[src/rtl/usb_sie_tx.sv]
// USB FS link transmitter: serialises PID, payload and CRC16 onto the UTMI transmit port.
// Optional PID/type legality check is enabled by defining USB_SIE_TX_PID_CHECK_EN.
module usb_sie_tx #(
    parameter int MAX_PAYLOAD = 64
) (
    input  logic       clk,
    input  logic       rst,
    input  logic [3:0] pkt_pid,
    input  logic       pkt_has_data,
    input  logic       pkt_zlp,
    input  logic       pkt_start,
    input  logic [7:0] pld_data,
    input  logic       pld_valid,
    input  logic       pld_last,
    output logic       pld_ready,
    output logic       busy,
    output logic       done,
    output logic       err,
    output logic [7:0] utmi_data_in,
    output logic       utmi_tx_valid,
    input  logic       utmi_tx_ready
);

    localparam int CW = $clog2(MAX_PAYLOAD + 1);

    localparam logic [2:0] S_IDLE   = 3'd0;
    localparam logic [2:0] S_PID    = 3'd1;
    localparam logic [2:0] S_DATA   = 3'd2;
    localparam logic [2:0] S_CRC_LO = 3'd3;
    localparam logic [2:0] S_CRC_HI = 3'd4;

    logic [2:0]    state, state_nx;
    logic [3:0]    pid_q;
    logic          has_data_q, zlp_q;
    logic          ovl_q, ovl_nx;
    logic [15:0]   crc, crc_nx;
    logic [CW-1:0] cnt, cnt_nx;
    logic          done_nx, err_nx;
    logic          pid_ok;

    function automatic logic [15:0] crc16_byte(input logic [15:0] c, input logic [7:0] d);
        logic [15:0] r;
        logic [7:0]  dd;
        r  = c;
        dd = d;
        for (int unsigned i = 0; i < 8; i++) begin
            if (r[0] ^ dd[0]) r = (r >> 1) ^ 16'hA001;
            else              r = r >> 1;
            dd = dd >> 1;
        end
        return r;
    endfunction

`ifdef USB_SIE_TX_PID_CHECK_EN
    assign pid_ok = pkt_has_data ? (pkt_pid == 4'h3 || pkt_pid == 4'hB)
                                 : (pkt_pid == 4'h2 || pkt_pid == 4'hA || pkt_pid == 4'hE);
`else
    assign pid_ok = 1'b1;
`endif

    always_comb begin
        state_nx = state;
        crc_nx   = crc;
        cnt_nx   = cnt;
        ovl_nx   = ovl_q;
        done_nx  = 1'b0;
        err_nx   = 1'b0;
        case (state)
            S_IDLE: begin
                if (pkt_start) begin
                    if (pid_ok) begin
                        state_nx = S_PID;
                        crc_nx   = 16'hFFFF;
                        cnt_nx   = '0;
                        ovl_nx   = 1'b0;
                    end else begin
                        done_nx = 1'b1;
                        err_nx  = 1'b1;
                    end
                end
            end
            S_PID: begin
                if (utmi_tx_ready) begin
                    if (!has_data_q) begin
                        state_nx = S_IDLE;
                        done_nx  = 1'b1;
                    end else if (zlp_q) begin
                        state_nx = S_CRC_LO;
                    end else begin
                        state_nx = S_DATA;
                    end
                end
            end
            S_DATA: begin
                if (utmi_tx_ready) begin
                    // Missing byte while the UTM wants one: abort, the short CRC marks it bad.
                    if (!pld_valid) begin
                        state_nx = S_IDLE;
                        done_nx  = 1'b1;
                        err_nx   = 1'b1;
                    end else begin
                        crc_nx = crc16_byte(crc, pld_data);
                        cnt_nx = cnt + CW'(1);
                        if (pld_last) begin
                            state_nx = S_CRC_LO;
                        end else if (cnt_nx == CW'(MAX_PAYLOAD)) begin
                            state_nx = S_CRC_LO;
                            ovl_nx   = 1'b1;
                        end
                    end
                end
            end
            S_CRC_LO: begin
                if (utmi_tx_ready) state_nx = S_CRC_HI;
            end
            S_CRC_HI: begin
                if (utmi_tx_ready) begin
                    state_nx = S_IDLE;
                    done_nx  = 1'b1;
                    err_nx   = ovl_q;
                end
            end
            default: state_nx = S_IDLE;
        endcase
    end

    always_ff @(posedge clk or negedge rst) begin
        if (!rst) begin
            state      <= S_IDLE;
            pid_q      <= '0;
            has_data_q <= 1'b0;
            zlp_q      <= 1'b0;
            ovl_q      <= 1'b0;
            crc        <= 16'hFFFF;
            cnt        <= '0;
            done       <= 1'b0;
            err        <= 1'b0;
        end else begin
            if (state == S_IDLE && pkt_start) begin
                pid_q      <= pkt_pid;
                has_data_q <= pkt_has_data;
                zlp_q      <= pkt_zlp;
            end
            state <= state_nx;
            ovl_q <= ovl_nx;
            crc   <= crc_nx;
            cnt   <= cnt_nx;
            done  <= done_nx;
            err   <= err_nx;
        end
    end

    assign busy          = (state != S_IDLE);
    assign utmi_tx_valid = busy;
    assign pld_ready     = (state == S_DATA) & utmi_tx_ready & pld_valid;

    always_comb begin
        case (state)
            S_PID:    utmi_data_in = {~pid_q, pid_q};
            S_DATA:   utmi_data_in = pld_data;
            S_CRC_LO: utmi_data_in = ~crc[7:0];
            S_CRC_HI: utmi_data_in = ~crc[15:8];
            default:  utmi_data_in = '0;
        endcase
    end

endmodule

[config.mk]
export PLATFORM = sky130hd
export DESIGN_NAME = usb_sie_tx
export DESIGN_NICKNAME = d
export VERILOG_FILES = /design/src/rtl/usb_sie_tx.sv
export SDC_FILE = /design/constraint.sdc
export NUM_CORES = 1
export LEC_CHECK = 0
export CAP_MARGIN = 20
export CORE_UTILIZATION = 57
export CTS_CLUSTER_SIZE = 20
export DETAILED_ROUTE_END_ITERATION = 16
export PLACE_DENSITY = 0.84
export SLEW_MARGIN = 40
export SYNTH_ARGS = -nofsm -noshare
export SYNTH_HDL_FRONTEND = slang
export SYNTH_SLANG_ARGS = --single-unit
[constraint.sdc]
create_clock -name clk -period 5.4 [get_ports clk]
set_input_delay 1.35 -clock clk [delete_from_list [all_inputs] [get_ports clk]]
set_output_delay 1.35 -clock clk [all_outputs]
set_load 0.05 [all_outputs]
==> results.py <==
metrics = {
    "timing": {
        "skew_ps": 15.10,
        "slew_viol_final": 0,
        "rsz0062_at_grt": "no",
        "slew_headroom_pct": 52.92,
        "period_share_pct": 83.91,
        "hold_viol": 0,
        "setup_tns_ps": 0,
        "period_needed_ps": 4531,
        "tightest_slew_ps": 706.2,
        "setup_viol": 0,
        "fmax_ghz": 0.2207,
    },
    "worst_hold_path": {
        "holdPathEnd": "cnt[5]",
        "min_path_cells": 1,
        "hold_class": "flop to flop",
        "hp-start": "cnt[5]",
    },
    "synthesis": {
        "synth_ff_type": "dfrtp_1",
        "avgSynthCellArea_sq_um": 10.11,
        "synth_top_family_by_area": "compound AO/OA/AOI/OAI gates",
        "synth_compound_area_share_pct": 19.55,
        "yosysWarningCount": 0,
        "synth_area_leaders": "dfrtp_1 (23%), dfstp_2 (21%), xnor2_1 (5.1%)",
        "ys_types": 44,
        "synth_mux_area_share_pct": 7.230,
        "synthAdderAreaFrac_pct": 0.6127,
        "synth_cells": 202,
        "synth-seq-cells": 35,
        "synth-seq-area-share_pct": 43.87,
        "synthArstFlopShare_pct": 100.0,
        "synth_common_cells": "dfrtp_1 (19), nor2_1 (18), dfstp_2 (16), a21oi_1 (14), xnor2_1 (12)",
        "synth_xor_area_share_pct": 13.17,
        "synth-simple-area-share_pct": 11.52,
        "synth_most_common_cell": "dfrtp_1",
        "synth_top_cell_area_share_pct": 23.28,
        "synth_nets": 223,
        "syn_area_sq_um": 2042,
        "yosys.area.top_type": "dfrtp_1",
        "synth_edf_count": 0,
    },
    "final_layout": {
        "fill_cells": 243,
        "syn_to_final_growth_pct": 21.57,
        "antenna_cells": 0,
        "final_util_pct": 73.24,
        "stdcell_area_sq_um": 2482,
        "drive_gt1_share_pct": 18.38,
        "fin_nets": 254,
    },
    "drt": {
        "drt-total-wl_mm": 4.853,
        "first_iter_violations": 94,
        "num_vias": 1712,
        "wire_per_inst_um": 17.33,
        "routed_via_density": 6.114,
        "first_pass_iters": 4,
        "drcViolationCount": 0,
        "ant_nets": 0,
    },
    "power_and_ir_drop": {
        "switching_share_pct": 44.55,
        "combPwrFrac_pct": 53.1,
        "p_int_w": 0.0008407,
        "p_switching_w": 0.0006754,
        "p_leak_nw": 1.015,
        "power_frac_clock_pct": 13.5,
        "pwr_density_cell_nw_per_um2": 610.7,
        "power_frac_seq_pct": 33.4,
        "vdd_drop_max_mv": 0.3143,
    },
    "worst_setup_path": {
        "cp-start-kind": "primary input",
        "reg2regPathDepth": 3,
        "r2r_slack_ps": 3200,
        "arrival_ps": 3180,
        "worstPathMaxFanout": 16,
        "reg2reg_from": "state[1]",
        "crit_required_ps": 4050,
        "critPathKind": "primary input to output pin",
        "crit_path_end_kind": "output pin",
        "r2r_end": "pid_q[0]",
    },
    "clocking": {
        "cts_tree": "built",
        "path_clk_slew_ps": 110,
        "hold_buffers": 0,
        "cts_root_buf": "clkbuf_4",
        "cts_setup_buffers": 0,
        "cts_resized": 0,
        "clk-insertion-delay-late_ps": 360,
        "cts_sinks": 35,
        "cts_buffers": 5,
        "htreeDepth": 2,
        "clockBufferDepth": 2,
    },
    "floorplan": {
        "fp.dieH_um": 61.86,
        "dieWidth_um": 61.86,
        "core-area_sq_um": 3390,
        "die-area_sq_um": 3826,
        "ios": 33,
        "start_util_pct": 60.24,
        "rows": 21,
    },
    "outcome": {
        "status": "finished clean",
    },
    "global_routing": {
        "grt_pass1_wl_mm": 7.624,
        "grt_pass1_vias": 1588,
        "overflow": 0,
        "grt_usage_pct": 28.60,
        "grt_max_degree": 36,
        "antenna_found_initial": 0,
    },
    "placed_design": {
        "placed_cell_area_sq_um": 2395,
        "portBuffers": 32,
        "gp_congestion": 0.8038,
        "place_hpwl_mm": 3.361,
    },
    "job": {
        "drv_cap": 0,
    },
}
how the worst max path moves through the flow:
stage                  start              end  slack, ps  depth (start not counted)
6_report       utmi_tx_ready        pld_ready        870                          6
2_1_floorplan  utmi_tx_ready        pld_ready       1420                          5
3_5_place_dp   utmi_tx_ready        pld_ready        880                          6
4_1_cts        utmi_tx_ready        pld_ready        880                          6
5_1_grt        utmi_tx_ready        pld_ready        780                          6
3_3_place_gp     pld_data[1]  utmi_data_in[1]        890                          6
critical path: stages:
cell	delay (ps)
clkdlybuf4s50_1	660
nor2b_1	250
nand3_1	110
buf_4	210
inv_1	320
buf_4	280
stage by stage:
step	std cells	hold WS [ps]	power, W	setup WS, ps
6_report	280	515.9	0.001516	868.6
3_5_place_dp	272	503.5	0.001308	882.7
3_3_place_gp	272	478.9	0.001277	887.1
4_1_cts	280	519.4	0.001519	879.1
5_1_grt	280	525.5	0.001600	780.1
2_1_floorplan	202	458.6	0.001085	1418
power by group through the flow:
stage | registers, W | clock network (W) | logic [W]
2_1_floorplan | 0.000444 | 0 | 0.000641
3_3_place_gp | 0.000498 | 0 | 0.000779
3_5_place_dp | 0.000507 | 0 | 0.000801
4_1_cts | 0.000503 | 0.000208 | 0.000808
5_1_grt | 0.000519 | 0.000219 | 0.000862
6_report | 0.000507 | 0.000204 | 0.000805
logic make-up (layout without fill, tap and decap cells):
kind of cell | after synthesis | count (layout)
AOI/OAI and AO/OA | 58 | 58
and+or+nand+nor | 49 | 49
buffers and inverters | 21 | 53
muxes | 14 | 14
xor gates and xnor gates | 24 | 24
adders and majority gates | 1 | 1
DFF | 35 | 35
metal layers:
metal	global-route usage, %	share of wire [%]
met1	36.07	42
met2	45.01	49
met3	7.453	6.4
met4	15.56	2.8
met5	0	0
registers in the layout, summed over array words and instances (netlist names):
name        cells
crc            16
ovl_q           1
done            1
pid_q           4
cnt             7
has_data_q      1
err             1
state           3
zlp_q           1
cell type report:
cell class	instances	area (sq um)	share of cell area, %
repair buffers	35	340.3	13.71
multi-input cells	146	1064	42.84
clock buffers	6	51.30	2.067
clock inverters	2	35.03	1.411
inverters	10	37.54	1.512
well taps	46	57.56	2.319
flip-flops and latches	35	897.1	36.14
placed cells by master (no fill, tap or decap), types with 2 or more instances in the layout:
cell / instances
a21oi_1: 14
a22o_1: 2
a22oi_1: 5
a31oi_1: 3
and2_1: 2
buf_4: 4
clkbuf_4: 5
clkdlybuf4s50_1: 31
dfrtp_1: 18
dfstp_2: 16
inv_1: 10
mux2_2: 6
mux2i_1: 8
nand2_1: 8
nand2b_1: 5
nand3_1: 4
nor2_1: 18
nor2b_1: 5
nor3_1: 2
o21ai_0: 6
o22a_1: 6
o22a_2: 2
o22ai_1: 9
o31ai_1: 3
xnor2_1: 12
xor2_1: 6
xor2_2: 3
Note: power is estimated with default switching activity, not from simulation.
